==> config.mk <==
export PLATFORM = sky130hd
export DESIGN_NAME = qdrc_arb_flat
export DESIGN_NICKNAME = d
export VERILOG_FILES = /design/src/rtl/qdrc_arb_pkg.sv /design/src/rtl/qdrc_arb_if.sv /design/src/rtl/qdrc_arb_tagfifo.sv /design/src/rtl/qdrc_arb.sv /design/src/flat_wrapper.sv
export SDC_FILE = /design/constraint.sdc
export NUM_CORES = 1
export LEC_CHECK = 0
export BUFFER_PORTS_ARGS = -buffer_cell sky130_fd_sc_hd__buf_4
export CAP_MARGIN = 20
export CORE_AREA = 5 5 205 207
export DETAILED_ROUTE_END_ITERATION = 6
export DIE_AREA = 0 0 210 212
export GPL_ROUTABILITY_DRIVEN = 0
export PLACE_DENSITY_LB_ADDON = 0.2
export SYNTH_ARGS = -nofsm -noshare
export SYNTH_HDL_FRONTEND = slang
export SYNTH_HIERARCHICAL = 1
export SYNTH_SLANG_ARGS = --single-unit
==> constraint.sdc <==
create_clock -name clk -period 4.45 [get_ports clk]
set_input_delay 0.89 -clock clk [delete_from_list [all_inputs] [get_ports clk]]
set_output_delay 0.89 -clock clk [all_outputs]
set_load 0.01 [all_outputs]
==> src/rtl/qdrc_arb_pkg.sv <==
// Shared constants and types for the two-port QDR command arbiter.
// Port ids are what the tag FIFO stores to route read returns.
package qdrc_arb_pkg;

    localparam logic PORT_A = 1'b0;
    localparam logic PORT_B = 1'b1;
    localparam int   TAG_W  = 1;

    typedef enum logic [1:0] {
        GNT_NONE = 2'd0,
        GNT_A    = 2'd1,
        GNT_B    = 2'd2
    } grant_e;

endpackage

==> src/rtl/qdrc_arb_if.sv <==
// Bus bundle between the two requesters, the arbiter and the QDR controller.
// slave = arbiter view, master = requester/controller environment view.
interface qdrc_arb_if #(
    parameter int DATA_WIDTH = 36,
    parameter int BW_WIDTH   = 4,
    parameter int ADDR_WIDTH = 21
);
    // Handshake: a requester raises rd_strb and/or wr_strb and holds strobes,
    // address, data and enables stable until it sees ack high in the same
    // cycle; the request is consumed on that clock edge. Dropping a request
    // before ack is allowed and issues nothing. rd_dvld is a 1-cycle pulse.
    logic                      phy_rdy;

    logic                      a_rd_strb;
    logic                      a_wr_strb;
    logic [ADDR_WIDTH-1:0]     a_addr;
    logic [2*DATA_WIDTH-1:0]   a_wr_data;
    logic [2*BW_WIDTH-1:0]     a_wr_be;
    logic                      a_ack;
    logic [2*DATA_WIDTH-1:0]   a_rd_data;
    logic                      a_rd_dvld;

    logic                      b_rd_strb;
    logic                      b_wr_strb;
    logic [ADDR_WIDTH-1:0]     b_addr;
    logic [2*DATA_WIDTH-1:0]   b_wr_data;
    logic [2*BW_WIDTH-1:0]     b_wr_be;
    logic                      b_ack;
    logic [2*DATA_WIDTH-1:0]   b_rd_data;
    logic                      b_rd_dvld;

    logic                      qdr_rd_strb;
    logic                      qdr_wr_strb;
    logic [ADDR_WIDTH-1:0]     qdr_addr;
    logic [2*DATA_WIDTH-1:0]   qdr_wr_data;
    logic [2*BW_WIDTH-1:0]     qdr_wr_be;
    logic [2*DATA_WIDTH-1:0]   qdr_rd_data;
    logic                      qdr_rd_dvld;

    modport slave (
        input  phy_rdy,
        input  a_rd_strb, a_wr_strb, a_addr, a_wr_data, a_wr_be,
        output a_ack, a_rd_data, a_rd_dvld,
        input  b_rd_strb, b_wr_strb, b_addr, b_wr_data, b_wr_be,
        output b_ack, b_rd_data, b_rd_dvld,
        output qdr_rd_strb, qdr_wr_strb, qdr_addr, qdr_wr_data, qdr_wr_be,
        input  qdr_rd_data, qdr_rd_dvld
    );

    modport master (
        output phy_rdy,
        output a_rd_strb, a_wr_strb, a_addr, a_wr_data, a_wr_be,
        input  a_ack, a_rd_data, a_rd_dvld,
        output b_rd_strb, b_wr_strb, b_addr, b_wr_data, b_wr_be,
        input  b_ack, b_rd_data, b_rd_dvld,
        input  qdr_rd_strb, qdr_wr_strb, qdr_addr, qdr_wr_data, qdr_wr_be,
        output qdr_rd_data, qdr_rd_dvld
    );

endinterface

==> src/rtl/qdrc_arb_tagfifo.sv <==
// Outstanding-read tag FIFO: one port id per read in flight, popped on return.
// A pop while empty is dropped and reported as a 1-cycle underflow pulse.
module qdrc_arb_tagfifo
    import qdrc_arb_pkg::*;
#(
    parameter int AW = 4
) (
    input  logic             clk,
    input  logic             reset_n,
    input  logic             push,
    input  logic [TAG_W-1:0] push_data,
    input  logic             pop,
    output logic             full,
    output logic             empty,
    output logic [TAG_W-1:0] head,
    output logic [AW:0]      count,
    output logic             underflow
);
    localparam int             DEPTH    = 1 << AW;
    localparam logic [AW:0]    FULL_CNT = {1'b1, {AW{1'b0}}};

    logic [TAG_W-1:0] mem_q [DEPTH];
    logic [AW-1:0]    wr_ptr_q, wr_ptr_d;
    logic [AW-1:0]    rd_ptr_q, rd_ptr_d;
    logic [AW:0]      count_q, count_d;
    logic             do_push, do_pop;

    always_comb begin
        full      = (count_q == FULL_CNT);
        empty     = (count_q == '0);
        do_push   = push && !full;
        do_pop    = pop && !empty;
        underflow = pop && empty;
        wr_ptr_d  = wr_ptr_q + AW'(do_push);
        rd_ptr_d  = rd_ptr_q + AW'(do_pop);
        count_d   = count_q + (AW+1)'(do_push) - (AW+1)'(do_pop);
    end

    always_ff @(posedge clk) begin
        if (!reset_n) begin
            wr_ptr_q <= '0;
            rd_ptr_q <= '0;
            count_q  <= '0;
        end else begin
            wr_ptr_q <= wr_ptr_d;
            rd_ptr_q <= rd_ptr_d;
            count_q  <= count_d;
        end
    end

    // Storage needs no reset: contents are only read while count is nonzero.
    always_ff @(posedge clk) begin
        if (do_push) mem_q[wr_ptr_q] <= push_data;
    end

    assign head  = mem_q[rd_ptr_q];
    assign count = count_q;

endmodule

==> src/rtl/qdrc_arb.sv <==
// Two-port arbiter in front of the QDR controller user interface: A has
// priority, B is forced after STARVE_LIMIT denied cycles; reads are tagged.
module qdrc_arb
    import qdrc_arb_pkg::*;
#(
    parameter int DATA_WIDTH   = 36,
    parameter int BW_WIDTH     = 4,
    parameter int ADDR_WIDTH   = 21,
    parameter int TAG_AW       = 4,
    parameter int STARVE_LIMIT = 8
) (
    input  logic          clk,
    input  logic          reset_n,
    qdrc_arb_if.slave     bus,
    output logic [TAG_AW:0] rd_outstanding,
    output logic          rd_underflow
);
    localparam int DW  = 2 * DATA_WIDTH;
    localparam int BEW = 2 * BW_WIDTH;
    localparam int SCW = $clog2(STARVE_LIMIT + 1);

    grant_e           grant;
    logic             a_req, b_req, a_elig, b_elig;
    logic             fifo_full, fifo_empty, fifo_push, uf_pulse, pop_ok;
    logic [TAG_W-1:0] fifo_head, push_id;

    logic [SCW-1:0]        starve_q, starve_d;
    logic                  qdr_rd_strb_q, qdr_rd_strb_d;
    logic                  qdr_wr_strb_q, qdr_wr_strb_d;
    logic [ADDR_WIDTH-1:0] qdr_addr_q, qdr_addr_d;
    logic [DW-1:0]         qdr_wr_data_q, qdr_wr_data_d;
    logic [BEW-1:0]        qdr_wr_be_q, qdr_wr_be_d;
    logic [DW-1:0]         rd_data_q, rd_data_d;
    logic                  a_dvld_q, a_dvld_d;
    logic                  b_dvld_q, b_dvld_d;
    logic                  underflow_q, underflow_d;

    always_comb begin
        a_req  = bus.a_rd_strb | bus.a_wr_strb;
        b_req  = bus.b_rd_strb | bus.b_wr_strb;
        a_elig = bus.phy_rdy && a_req && !(bus.a_rd_strb && fifo_full);
        b_elig = bus.phy_rdy && b_req && !(bus.b_rd_strb && fifo_full);

        grant = GNT_NONE;
        if (b_elig && (!a_elig || starve_q == SCW'(STARVE_LIMIT))) grant = GNT_B;
        else if (a_elig)                                          grant = GNT_A;

        fifo_push = ((grant == GNT_A) && bus.a_rd_strb) ||
                    ((grant == GNT_B) && bus.b_rd_strb);
        push_id   = (grant == GNT_B) ? PORT_B : PORT_A;

        // Counts only cycles where B could have gone but A took the slot.
        starve_d = starve_q;
        if (!b_req || grant == GNT_B)                      starve_d = '0;
        else if (b_elig && starve_q != SCW'(STARVE_LIMIT)) starve_d = starve_q + 1'b1;
    end

    always_comb begin
        qdr_rd_strb_d = 1'b0;
        qdr_wr_strb_d = 1'b0;
        qdr_addr_d    = qdr_addr_q;
        qdr_wr_data_d = qdr_wr_data_q;
        qdr_wr_be_d   = qdr_wr_be_q;
        case (grant)
            GNT_A: begin
                qdr_rd_strb_d = bus.a_rd_strb;
                qdr_wr_strb_d = bus.a_wr_strb;
                qdr_addr_d    = bus.a_addr;
                qdr_wr_data_d = bus.a_wr_data;
                qdr_wr_be_d   = bus.a_wr_be;
            end
            GNT_B: begin
                qdr_rd_strb_d = bus.b_rd_strb;
                qdr_wr_strb_d = bus.b_wr_strb;
                qdr_addr_d    = bus.b_addr;
                qdr_wr_data_d = bus.b_wr_data;
                qdr_wr_be_d   = bus.b_wr_be;
            end
            default: ;
        endcase

        pop_ok      = bus.qdr_rd_dvld && !fifo_empty;
        rd_data_d   = bus.qdr_rd_dvld ? bus.qdr_rd_data : rd_data_q;
        a_dvld_d    = pop_ok && (fifo_head == PORT_A);
        b_dvld_d    = pop_ok && (fifo_head == PORT_B);
        underflow_d = underflow_q | uf_pulse;
    end

    always_ff @(posedge clk) begin
        if (!reset_n) begin
            starve_q      <= '0;
            qdr_rd_strb_q <= 1'b0;
            qdr_wr_strb_q <= 1'b0;
            qdr_addr_q    <= '0;
            qdr_wr_data_q <= '0;
            qdr_wr_be_q   <= '0;
            rd_data_q     <= '0;
            a_dvld_q      <= 1'b0;
            b_dvld_q      <= 1'b0;
            underflow_q   <= 1'b0;
        end else begin
            starve_q      <= starve_d;
            qdr_rd_strb_q <= qdr_rd_strb_d;
            qdr_wr_strb_q <= qdr_wr_strb_d;
            qdr_addr_q    <= qdr_addr_d;
            qdr_wr_data_q <= qdr_wr_data_d;
            qdr_wr_be_q   <= qdr_wr_be_d;
            rd_data_q     <= rd_data_d;
            a_dvld_q      <= a_dvld_d;
            b_dvld_q      <= b_dvld_d;
            underflow_q   <= underflow_d;
        end
    end

    qdrc_arb_tagfifo #(.AW(TAG_AW)) u_tagfifo (
        .clk       (clk),
        .reset_n   (reset_n),
        .push      (fifo_push),
        .push_data (push_id),
        .pop       (bus.qdr_rd_dvld),
        .full      (fifo_full),
        .empty     (fifo_empty),
        .head      (fifo_head),
        .count     (rd_outstanding),
        .underflow (uf_pulse)
    );

    assign bus.a_ack       = (grant == GNT_A);
    assign bus.b_ack       = (grant == GNT_B);
    assign bus.qdr_rd_strb = qdr_rd_strb_q;
    assign bus.qdr_wr_strb = qdr_wr_strb_q;
    assign bus.qdr_addr    = qdr_addr_q;
    assign bus.qdr_wr_data = qdr_wr_data_q;
    assign bus.qdr_wr_be   = qdr_wr_be_q;
    assign bus.a_rd_data   = rd_data_q;
    assign bus.b_rd_data   = rd_data_q;
    assign bus.a_rd_dvld   = a_dvld_q;
    assign bus.b_rd_dvld   = b_dvld_q;
    assign rd_underflow    = underflow_q;

endmodule
==> src/flat_wrapper.sv <==
// flat-port wrapper written by rule: the top's interface ports become plain ports
module qdrc_arb_flat import qdrc_arb_pkg::*;
#(
    parameter int DATA_WIDTH   = 36,
    parameter int BW_WIDTH     = 4,
    parameter int ADDR_WIDTH   = 21,
    parameter int TAG_AW       = 4,
    parameter int STARVE_LIMIT = 8
)
  (clk, reset_n, rd_outstanding, rd_underflow, bus_phy_rdy, bus_a_rd_strb, bus_a_wr_strb, bus_a_addr, bus_a_wr_data, bus_a_wr_be, bus_a_ack, bus_a_rd_data, bus_a_rd_dvld, bus_b_rd_strb, bus_b_wr_strb, bus_b_addr, bus_b_wr_data, bus_b_wr_be, bus_b_ack, bus_b_rd_data, bus_b_rd_dvld, bus_qdr_rd_strb, bus_qdr_wr_strb, bus_qdr_addr, bus_qdr_wr_data, bus_qdr_wr_be, bus_qdr_rd_data, bus_qdr_rd_dvld);
  qdrc_arb_if #(.DATA_WIDTH(DATA_WIDTH), .BW_WIDTH(BW_WIDTH), .ADDR_WIDTH(ADDR_WIDTH)) bus_i ();
  input  logic clk;
  input  logic reset_n;
  output logic [TAG_AW:0] rd_outstanding;
  output logic rd_underflow;
  input wire logic [$bits(bus_i.phy_rdy)-1:0] bus_phy_rdy;
  input wire logic [$bits(bus_i.a_rd_strb)-1:0] bus_a_rd_strb;
  input wire logic [$bits(bus_i.a_wr_strb)-1:0] bus_a_wr_strb;
  input wire logic [$bits(bus_i.a_addr)-1:0] bus_a_addr;
  input wire logic [$bits(bus_i.a_wr_data)-1:0] bus_a_wr_data;
  input wire logic [$bits(bus_i.a_wr_be)-1:0] bus_a_wr_be;
  output wire logic [$bits(bus_i.a_ack)-1:0] bus_a_ack;
  output wire logic [$bits(bus_i.a_rd_data)-1:0] bus_a_rd_data;
  output wire logic [$bits(bus_i.a_rd_dvld)-1:0] bus_a_rd_dvld;
  input wire logic [$bits(bus_i.b_rd_strb)-1:0] bus_b_rd_strb;
  input wire logic [$bits(bus_i.b_wr_strb)-1:0] bus_b_wr_strb;
  input wire logic [$bits(bus_i.b_addr)-1:0] bus_b_addr;
  input wire logic [$bits(bus_i.b_wr_data)-1:0] bus_b_wr_data;
  input wire logic [$bits(bus_i.b_wr_be)-1:0] bus_b_wr_be;
  output wire logic [$bits(bus_i.b_ack)-1:0] bus_b_ack;
  output wire logic [$bits(bus_i.b_rd_data)-1:0] bus_b_rd_data;
  output wire logic [$bits(bus_i.b_rd_dvld)-1:0] bus_b_rd_dvld;
  output wire logic [$bits(bus_i.qdr_rd_strb)-1:0] bus_qdr_rd_strb;
  output wire logic [$bits(bus_i.qdr_wr_strb)-1:0] bus_qdr_wr_strb;
  output wire logic [$bits(bus_i.qdr_addr)-1:0] bus_qdr_addr;
  output wire logic [$bits(bus_i.qdr_wr_data)-1:0] bus_qdr_wr_data;
  output wire logic [$bits(bus_i.qdr_wr_be)-1:0] bus_qdr_wr_be;
  input wire logic [$bits(bus_i.qdr_rd_data)-1:0] bus_qdr_rd_data;
  input wire logic [$bits(bus_i.qdr_rd_dvld)-1:0] bus_qdr_rd_dvld;
  assign bus_i.phy_rdy = bus_phy_rdy;
  assign bus_i.a_rd_strb = bus_a_rd_strb;
  assign bus_i.a_wr_strb = bus_a_wr_strb;
  assign bus_i.a_addr = bus_a_addr;
  assign bus_i.a_wr_data = bus_a_wr_data;
  assign bus_i.a_wr_be = bus_a_wr_be;
  assign bus_a_ack = bus_i.a_ack;
  assign bus_a_rd_data = bus_i.a_rd_data;
  assign bus_a_rd_dvld = bus_i.a_rd_dvld;
  assign bus_i.b_rd_strb = bus_b_rd_strb;
  assign bus_i.b_wr_strb = bus_b_wr_strb;
  assign bus_i.b_addr = bus_b_addr;
  assign bus_i.b_wr_data = bus_b_wr_data;
  assign bus_i.b_wr_be = bus_b_wr_be;
  assign bus_b_ack = bus_i.b_ack;
  assign bus_b_rd_data = bus_i.b_rd_data;
  assign bus_b_rd_dvld = bus_i.b_rd_dvld;
  assign bus_qdr_rd_strb = bus_i.qdr_rd_strb;
  assign bus_qdr_wr_strb = bus_i.qdr_wr_strb;
  assign bus_qdr_addr = bus_i.qdr_addr;
  assign bus_qdr_wr_data = bus_i.qdr_wr_data;
  assign bus_qdr_wr_be = bus_i.qdr_wr_be;
  assign bus_i.qdr_rd_data = bus_qdr_rd_data;
  assign bus_i.qdr_rd_dvld = bus_qdr_rd_dvld;
  qdrc_arb #(.DATA_WIDTH(DATA_WIDTH), .BW_WIDTH(BW_WIDTH), .ADDR_WIDTH(ADDR_WIDTH), .TAG_AW(TAG_AW), .STARVE_LIMIT(STARVE_LIMIT)) u_core (.clk(clk), .reset_n(reset_n), .bus(bus_i), .rd_outstanding(rd_outstanding), .rd_underflow(rd_underflow));
endmodule
==> flow_summary.toml, run 1 <==
[status]
outcome = "finished clean"

[placement]
dp_cells = 2081
place_ws_ns = 0.7198
hpwl_um = 31760
port_buffers = 538
dpl-instance-area_mm2 = 0.01461

[critical_path]
crit_type = "flip-flop to flip-flop"
cp.required_ns = 4.86
cp_max_fo = 5
arrival_ns = 3.98
start_kind = "flip-flop"
crit_path_end_kind = "flip-flop"

[timing]
maxSlewHeadroom_pct = 24.99
slew_viol_final = 0
tns_ns = 0
worstMarginPinSlew_ns = 1.125
setup_viol_count_final = 0
fin_crit_ns = 3.574
hold_violations = 0
finalWorstSetupSlack_ns = 0.8757
rsz0062_at_grt = "no"
final.period_utilization_pct = 80.32
hold_ws_ns = 0.4536
max_freq_mhz = 279.8
skew_ns = 0.01093

[route]
drc_errors = 0
first_pass_iters = 5
viasPerCell = 5.123
wl_per_cell_um = 21.22
drt-total-wl_um = 45210
dr.first_iter.drc_count = 462
via_count = 10910
ant_nets = 0

[synthesis]
syn_area_mm2 = 0.01086
yosysSeqAreaShare_pct = 40.38
yosys_warnings = 6
synth_edf_count = 16
synthArstFlopShare_pct = 0
synth-main-ff-cell = "dfxtp_1"
netlist_instances = 1211
avgSynthCellArea_um2 = 8.965
syn-num-nets = 1506
synth_seq_cells = 211
ys_types = 54

[floorplan]
die_area_mm2 = 0.04452
core_area_mm2 = 0.04018
rows = 74
fp.dieH_um = 212
start_util_pct = 27.02
ios = 539
fp.dieW_um = 210

[layout]
final_layout_size_suffix_gt1_share_pct = 37.91
final_cell_area_mm2 = 0.01550
utilization_pct = 38.58
fin_cells = 2130
nets = 1872
syn2layout_area_growth_pct = 42.78

[cts]
postCtsSetupBuffers = 0
htree_levels = 1
clkLatencyLatePin_ns = 0.53
cts.reportedPaths.clkPinSlew_ns = 0.05
cts_resized = 0
cts_buffers = 26
root_buffer = "clkbuf_16"
cts_sinks = 211
cts_tree = "built"
ctsHoldBuffers = 0
clockBufferDepth = 3

[power_and_ir_drop]
p_leak_nw = 6.484
pwr_density_cell_mw_per_mm2 = 395.8
power.total_mw = 6.136
ir_drop_v = 0.0002980

[grt]
grt_pass1_vias = 10510
grt_antenna_before_repair = 4
gr-total-overflow = 0
grt_max_degree = 200
grt_pass1_wl_um = 66140
grt_use_total_pct = 18.75

[min_path]
worstHoldPathType = "flip-flop to flip-flop"

[run]
max_cap_viol_count = 0
Yosys cell counts (2+ instances only):
cell       number  area share [%]
nand3_1       208             9.6
dfxtp_1       195              36
clkbuf_1      107             3.7
nand4_1        98             5.6
o211ai_1       98             6.8
or4_1          98             6.8
mux2i_1        78             7.2
nor2b_1        74             4.3
buf_4          73             5.0
nor2_1         19            0.66
edfxtp_1       16             4.4
buf_2          15            0.69
inv_1          13            0.45
ha_1           12             1.4
buf_6          11             1.1
nand2_1        10            0.35
buf_1           9            0.31
and2_1          8            0.46
nor3_1          8            0.37
xnor2_1         6            0.48
a21oi_1         5            0.23
nand2b_1        5            0.29
o2111ai_1       4            0.32
nand3b_1        3            0.21
o311ai_0        3            0.24
xor2_1          3            0.24
a221oi_1        2            0.16
and3_1          2            0.12
mux4_2          2            0.41
o21ai_0         2           0.092
state kept, by name (all words and copies together) (netlist names), 4 cells and up:
signal,flops
u_core/bus.qdr_wr_data,72
u_core/u_tagfifo/rd_ptr_q,4
u_core/u_tagfifo/count,5
u_core/u_tagfifo/wr_ptr_q,4
u_core/bus.a_rd_data,72
u_core/u_tagfifo/mem_q,16
u_core/bus.qdr_wr_be,8
u_core/bus.qdr_addr,21
u_core/starve_q,4
routing by layer:
layer | share of wire (%) | vias up | track usage [%]
li1 | - | 5200 | -
met1 | 38 | 5254 | 21.93
met2 | 52 | 405 | 33.81
met3 | 8.0 | 50 | 5.224
met4 | 2.3 | 4 | 5.086
met5 | 0.060 | - | 0
path summary, 6_finish.rpt:
| check | startpoint | endpoint | slack, ns | cells past startpoint |
|---|---|---|---|---|
| setup / recovery | u_core/u_tagfifo/count[2] | u_core/u_tagfifo/count[4] | 0.88 | 17 |
| hold / removal | u_core/rd_underflow | u_core/rd_underflow | 0.45 | 1 |
| setup reg to reg | u_core/u_tagfifo/count[2] | u_core/u_tagfifo/count[4] | 0.88 | 17 |
| hold reg to reg | u_core/rd_underflow | u_core/rd_underflow | 0.45 | 1 |
cells by family after synthesis:
group                    after synthesis  share of synthesized area, %
XOR/XNOR                               9                        0.7261
buffers and inverters                229                         11.37
AO/OA/AOI/OAI                        124                         8.598
multiplexers                          80                         7.606
flip-flops                           211                         40.38
AND/OR/NAND/NOR                      545                         29.75
adder cells (fa/ha/maj)               13                         1.567
cell type report:
type                            instances  area, um2
Fill cell                            4147      24680
Multi-Input combinational cell        771       5280
Sequential cell                       211       4384
Timing Repair Buffer                  553       4225
Clock buffer                           40      775.7
Tap cell                              532      665.6
Clock inverter                          7      110.1
Inverter                               14      55.05
Antenna cell                            2      5.005
cell usage in the layout (no fill, tap or decap), drive strengths merged, types with 2 or more instances in the layout:
cell type  instances
ha                12
nor3               9
and3               2
nand3            208
nand2             11
a221oi             2
xnor2              6
bufinv             3
dfxtp            195
edfxtp            16
a21boi             2
xor2               3
diode              2
mux4               2
or4               98
a21oi              5
buf              553
o2111ai            4
and2               9
clkbuf            40
inv               14
nor2              19
nand3b             3
o211ai            98
nand4             98
nor2b             74
nand2b             7
o311ai             3
clkinv             4
o21ai              2
mux2i             78
worst max-delay path, cell delays in order (launching register included):
cell and delay (ns):
dfxtp_1 0.36, inv_1 0.08, ha_1 0.21, and4bb_1 0.26
nand2b_1 0.26, a21bo_2 0.26, a211o_1 0.32, nand2_1 0.11
nand2b_4 0.07, ha_1 0.28, inv_1 0.05, ha_1 0.16
inv_1 0.06, fa_1 0.42, nand2b_1 0.16, a21oi_1 0.19
o21ai_0 0.09, nor3b_1 0.14
power breakdown:
group	internal, mW	switching, mW	total, mW
Clock	1.37	0.845	2.21
Sequential	2.11	0.152	2.27
Combinational	0.747	0.911	1.66
No activity file was read; power rests on OpenSTA's default activity.
==> inputs of run 2 (changes only) <==
ABC_AREA = 1   (was not set)
CORE_AREA = 5 5 206 208   (was 5 5 205 207)
DIE_AREA = 0 0 211 213   (was 0 0 210 212)
clock period = 3.1 ns   (was 4.45 ns; I/O delays follow)
==> flow_summary.toml, run 2 <==
[synthesis]
synthMostInstantiatedCell = "nand2_1"
ys_top_cells_by_area = "dfxtp_1, nand2_1, nand3_1"
ys_types = 23
ys_top_cells_by_count = "nand2_1, inv_1, nand3_1"
yosysSeqAreaShare_pct = 43.08
synth_top_area_share_pct = 38.36
synth-main-ff-cell = "dfxtp_1"
yosys_warnings = 6
synthArstFlopShare_pct = 0
syn_area_mm2 = 0.01018
syn-num-nets = 1796
netlist_instances = 1501
yosysTopAreaCell = "dfxtp_1"
synth_seq_cells = 211
avgSynthCellArea_um2 = 6.780
synth_edf_count = 16

[layout]
ff_latch_area_mm2 = 0.004387
nets = 2237
syn2layout_area_growth_pct = 49.74
final_layout_size_suffix_gt1_share_pct = 32.25
fill_cells = 4251
multi_input_area_mm2 = 0.003988
layout_common_cells = "buf_4, nand2_1, inv_1"
utilization_pct = 37.75
final_common_cell = "buf_4"

[cts]
cts_tree = "built"
root_buffer = "clkbuf_16"
cts_buffers = 27
clockBufferDepth = 3
htree_levels = 1
cts_sinks = 211
cts.reportedPaths.clkPinSlew_ns = 0.06
postCtsSetupBuffers = 0
ctsHoldBuffers = 0
clkLatencyLatePin_ns = 0.54
cts_resized = 0

[critical_path]
cp.required_ns = 3.58
rrSetupSlack_ns = 0.17
crit_type = "flip-flop to flip-flop"
arrival_ns = 3.41
start_kind = "flip-flop"
crit_path_end_kind = "flip-flop"
cp_max_fo = 4

[floorplan]
die_area_mm2 = 0.04494
rows = 74
start_util_pct = 25.21
fp.dieH_um = 213
core_area_mm2 = 0.04037
fp.dieW_um = 211
ios = 539

[route]
ant_nets = 0
viasPerCell = 4.288
dr.first_iter.drc_count = 538
drc_errors = 0
wl_per_cell_um = 15.98
drt-total-wl_um = 39880
first_pass_iters = 5
via_count = 10700

[timing]
tns_ns = 0
worstMarginPinSlew_ns = 0.8211
hold_ws_ns = 0.2952
skew_ns = 0.01447
rsz0062_at_grt = "yes"
max_freq_mhz = 340.9
hold_violations = 0
setup_viol_count_final = 0
slew_viol_final = 0
final.period_utilization_pct = 94.63
fin_crit_ns = 2.934
maxSlewHeadroom_pct = 45.26

[run]
max_cap_viol_count = 0

[grt]
grt_pass1_wl_um = 59310
gr-total-overflow = 0
grt_antenna_before_repair = 1
grt_use_total_pct = 16.41
grt_pass1_vias = 10370
grt_max_degree = 103

[placement]
port_buffers = 538
hpwl_um = 29760

[power_and_ir_drop]
ir_drop_v = 0.0003711
p_leak_nw = 8.472
pwr_density_cell_mw_per_mm2 = 584.2

[min_path]
worstHoldPathType = "primary input to flip-flop"

[status]
outcome = "finished clean"
==> run 2: cell types whose count changed after synthesis, moves of 22 or more <==
| cell | previous run | this run |
|---|---|---|
| clkbuf_1 | 107 | 24 |
| buf_2 | 15 | 37 |
| o21ai_0 | 2 | 74 |
| mux2i_1 | 78 | 0 |
| nand2_1 | 10 | 365 |
| nor2b_1 | 74 | 0 |
| nand4_1 | 98 | 0 |
| inv_1 | 13 | 246 |
| o211ai_1 | 98 | 0 |
| nor2_1 | 19 | 187 |
| or4_1 | 98 | 0 |
==> run 2: path summary, 6_finish.rpt <==
check	cells past startpoint	from	endpoint
min	3	bus_qdr_rd_data[32]	u_core/bus.a_rd_data[32]
min reg2reg	2	u_core/bus.qdr_addr[1]	u_core/bus.qdr_addr[1]
max reg2reg	20	u_core/u_tagfifo/count[3]	u_core/u_tagfifo/count[4]
max	20	u_core/u_tagfifo/count[3]	u_core/u_tagfifo/count[4]
==> run 2: metrics by stage <==
stage,std cells,area [um2],worst slack (ns),power (mW)
3_5_place_dp,2444,14280,0.07460,5.773
3_3_place_gp,2444,14280,0.1158,5.754
4_1_cts,2494,15190,0.05940,9.035
2_1_floorplan,1501,10190,0.006098,4.574
5_1_grt,2496,15240,-0.1098,9.464
6_report,2496,15240,0.1664,8.903
==> run 2: routing by layer <==
layer	global-route usage, %	routed length (um)	vias to the layer above
met4	4.494	1017	0
li1	-	-	5371
met3	3.791	3015	57
met1	20.09	16110	4854
met5	0	0	-
met2	28.99	19730	420
==> run 2: where the power goes <==
part,internal (mW),switching [mW]
clock,1.95,1.23
combinational,1.11,1.31
sequential,3.08,0.221
total,6.14,2.76
==> run 2: cell type report <==
| class | instances | area share (%) |
|---|---|---|
| Clock inverter | 11 | 0.7225 |
| Antenna cell | 1 | 0.01642 |
| Timing Repair Buffer | 564 | 28.51 |
| Clock buffer | 39 | 5.255 |
| Tap cell | 532 | 4.368 |
| Inverter | 250 | 6.174 |
| Sequential cell | 211 | 28.78 |
| Multi-Input combinational cell | 888 | 26.17 |
==> run 2: cell families after synthesis <==
kind of cell,after synthesis,share of synthesized area [%]
AOI/OAI and AO/OA,89,4.487
xor gates and xnor gates,6,0.5164
adders and majority gates,13,1.672
buffers and inverters,402,18.37
DFF,211,43.08
and+or+nand+nor,780,31.88
==> run 2: critical path, cell delays in order, from the launching register on <==
cell and delay [ns]:
dfxtp_2 0.34, inv_1 0.08, ha_1 0.16, nand2_2 0.08, nor2_4 0.10, nand2_1 0.09
nand2_2 0.09, nor2_4 0.05, a21oi_2 0.16, nand2_1 0.10, nand2_2 0.08, o21ai_4 0.07
ha_1 0.30, inv_1 0.07, ha_1 0.16, inv_1 0.06, fa_1 0.41, nand3b_1 0.22
nand3_1 0.11, nand2_1 0.05, nor2_1 0.10
==> inputs of run 3 (changes only) <==
ABC_AREA = 0   (was 1)
CORE_AREA = 5 5 204 206   (was 5 5 206 208)
DIE_AREA = 0 0 209 211   (was 0 0 211 213)
==> flow_summary.toml, run 3 (same netlist as run 1, synthesis figures left out) <==
[timing]
max_freq_mhz = 333.3
setup_viol_count_final = 0
hold_ws_ns = 0.3342
hold_violations = 0
fin_crit_ns = 3.001
skew_ns = 0.01673
rsz0062_at_grt = "yes"
maxSlewHeadroom_pct = 31.95
worstMarginPinSlew_ns = 1.021
slew_viol_final = 0
finalWorstSetupSlack_ns = 0.09942
final.period_utilization_pct = 96.79
tns_ns = 0

[route]
dr.first_iter.drc_count = 610
wl_per_cell_um = 21.33
drc_errors = 0
viasPerCell = 5.113
drt-total-wl_um = 46310
first_pass_iters = 5
ant_nets = 0
via_count = 11100

[power_and_ir_drop]
pwr_density_cell_mw_per_mm2 = 568.6
p_leak_nw = 6.717
ir_drop_v = 0.0003277

[status]
outcome = "finished clean"

[cts]
clkLatencyLatePin_ns = 0.54
ctsHoldBuffers = 0
root_buffer = "clkbuf_16"
clockBufferDepth = 3
cts_buffers = 26
cts_sinks = 211
cts_tree = "built"
htree_levels = 1
cts.reportedPaths.clkPinSlew_ns = 0.06

[floorplan]
core_area_mm2 = 0.03946
rows = 73
fp.dieH_um = 211
fp.dieW_um = 209
ios = 539
start_util_pct = 27.51
die_area_mm2 = 0.04410

[grt]
grt_use_total_pct = 19.26
grt_max_degree = 200
gr-total-overflow = 0
grt_pass1_wl_um = 67860
grt_antenna_before_repair = 6
grt_pass1_vias = 10940

[placement]
port_buffers = 538
dpl-instance-area_mm2 = 0.01492
hpwl_um = 33100
dp_cells = 2109
place_ws_ns = -0.05749

[layout]
final_common_cell = "buf_4"
final_cell_area_mm2 = 0.01595
syn2layout_area_growth_pct = 46.94
layout_common_cells = "buf_4, nand3_1, dfxtp_1"
fill_cells = 4002
final_layout_size_suffix_gt1_share_pct = 41.04
nets = 1915
fin_cells = 2171

[run]
max_cap_viol_count = 0

[critical_path]
crit_type = "flip-flop to output pin"
path_common_cell = "buf_4"
start_kind = "flip-flop"
arrival_ns = 2.38
path_delay_family = "simple AND/OR/NAND/NOR gates"
cp.required_ns = 2.48
slowest_stage = "dfxtp_2"
crit_chain = "inv_2, ha_4, and4bb_2, nand2b_4, a21bo_2, buf_4, nand2_4, inv_4, a211oi_2, buf_4"
crit_buf_inv = 4
crit_path_end_kind = "output pin"
cp_max_fo = 11
slowest_delay_ns = 0.33
rrSetupSlack_ns = 0.13

[min_path]
worstHoldPathType = "primary input to flip-flop"
-- run 3: cell types whose count changed in the layout (fill, tap and decap cells not counted), moves of 7 or more --
cell and change:
nand4_1 +98, nor2b_1 +74, or4_1 +98, inv_1 -237, a21oi_1 -7, nor2_1 -166, nor3_1 +8, o211ai_1 +98
nand3_1 -13, buf_4 +30, nand2_1 -354, mux2i_1 +78, o21ai_0 -73, and2_1 +8
-- run 3: final timing paths --
| check | from | cells past startpoint | end |
|---|---|---|---|
| min reg2reg | u_core/rd_underflow | 1 | u_core/rd_underflow |
| max | u_core/u_tagfifo/count[3] | 10 | bus_a_ack |
| max reg2reg | u_core/u_tagfifo/count[3] | 17 | u_core/u_tagfifo/count[4] |
| min | bus_qdr_rd_data[64] | 3 | u_core/bus.a_rd_data[64] |
-- run 3: worst reg2reg max path: stages, from the launching register on --
cell and delay [ns]:
dfxtp_2 0.33, inv_2 0.05, ha_4 0.15, and4bb_2 0.26, nand2b_4 0.15, a21bo_2 0.19, a211o_1 0.29, nand2_2 0.10
nand2b_4 0.07, ha_4 0.21, inv_2 0.06, ha_4 0.13, inv_2 0.03, fa_2 0.34, nand2b_4 0.15, a21oi_2 0.13
o21ai_1 0.07, nor3b_2 0.16
-- run 3: metrics by stage --
stage / utilization (%) / total power [mW]
finish: 40.43 / 9.071
global route: 40.42 / 9.542
detailed placement: 37.82 / 5.890
floorplan: - / 4.603
CTS: 40.31 / 9.178
global placement: 37.82 / 5.864
-- run 3: per-layer routing --
metal	track usage [%]	wire length, um	up-vias
li1	-	-	5280
met1	22.08	17430	5311
met2	34.26	23720	451
met3	5.436	3673	56
met4	7.201	1470	2
met5	0	13	-
-- run 3: power by group --
| group | internal, mW | switching [mW] |
|---|---|---|
| logic | 1.29 | 1.41 |
| clock network | 1.86 | 1.26 |
| registers | 3.04 | 0.216 |
| total | 6.19 | 2.88 |
-- run 3: area by class of cell --
| class | instances | area (um2) | area share (%) |
|---|---|---|---|
| Antenna cell | 6 | 15.01 | 0.09412 |
| Clock buffer | 36 | 748.2 | 4.690 |
| Clock inverter | 12 | 137.6 | 0.8627 |
| Inverter | 14 | 55.05 | 0.3451 |
| Multi-Input combinational cell | 771 | 5355 | 33.57 |
| Sequential cell | 211 | 4387 | 27.50 |
| Tap cell | 525 | 656.9 | 4.118 |
| Timing Repair Buffer | 596 | 4598 | 28.82 |
-- run 3: repair_timing --
action                                  CTS  global route
endpoints found under the setup margin    2             3
resized for setup                        14             2
pin swaps                                 9             6
buffers inserted                          5             3
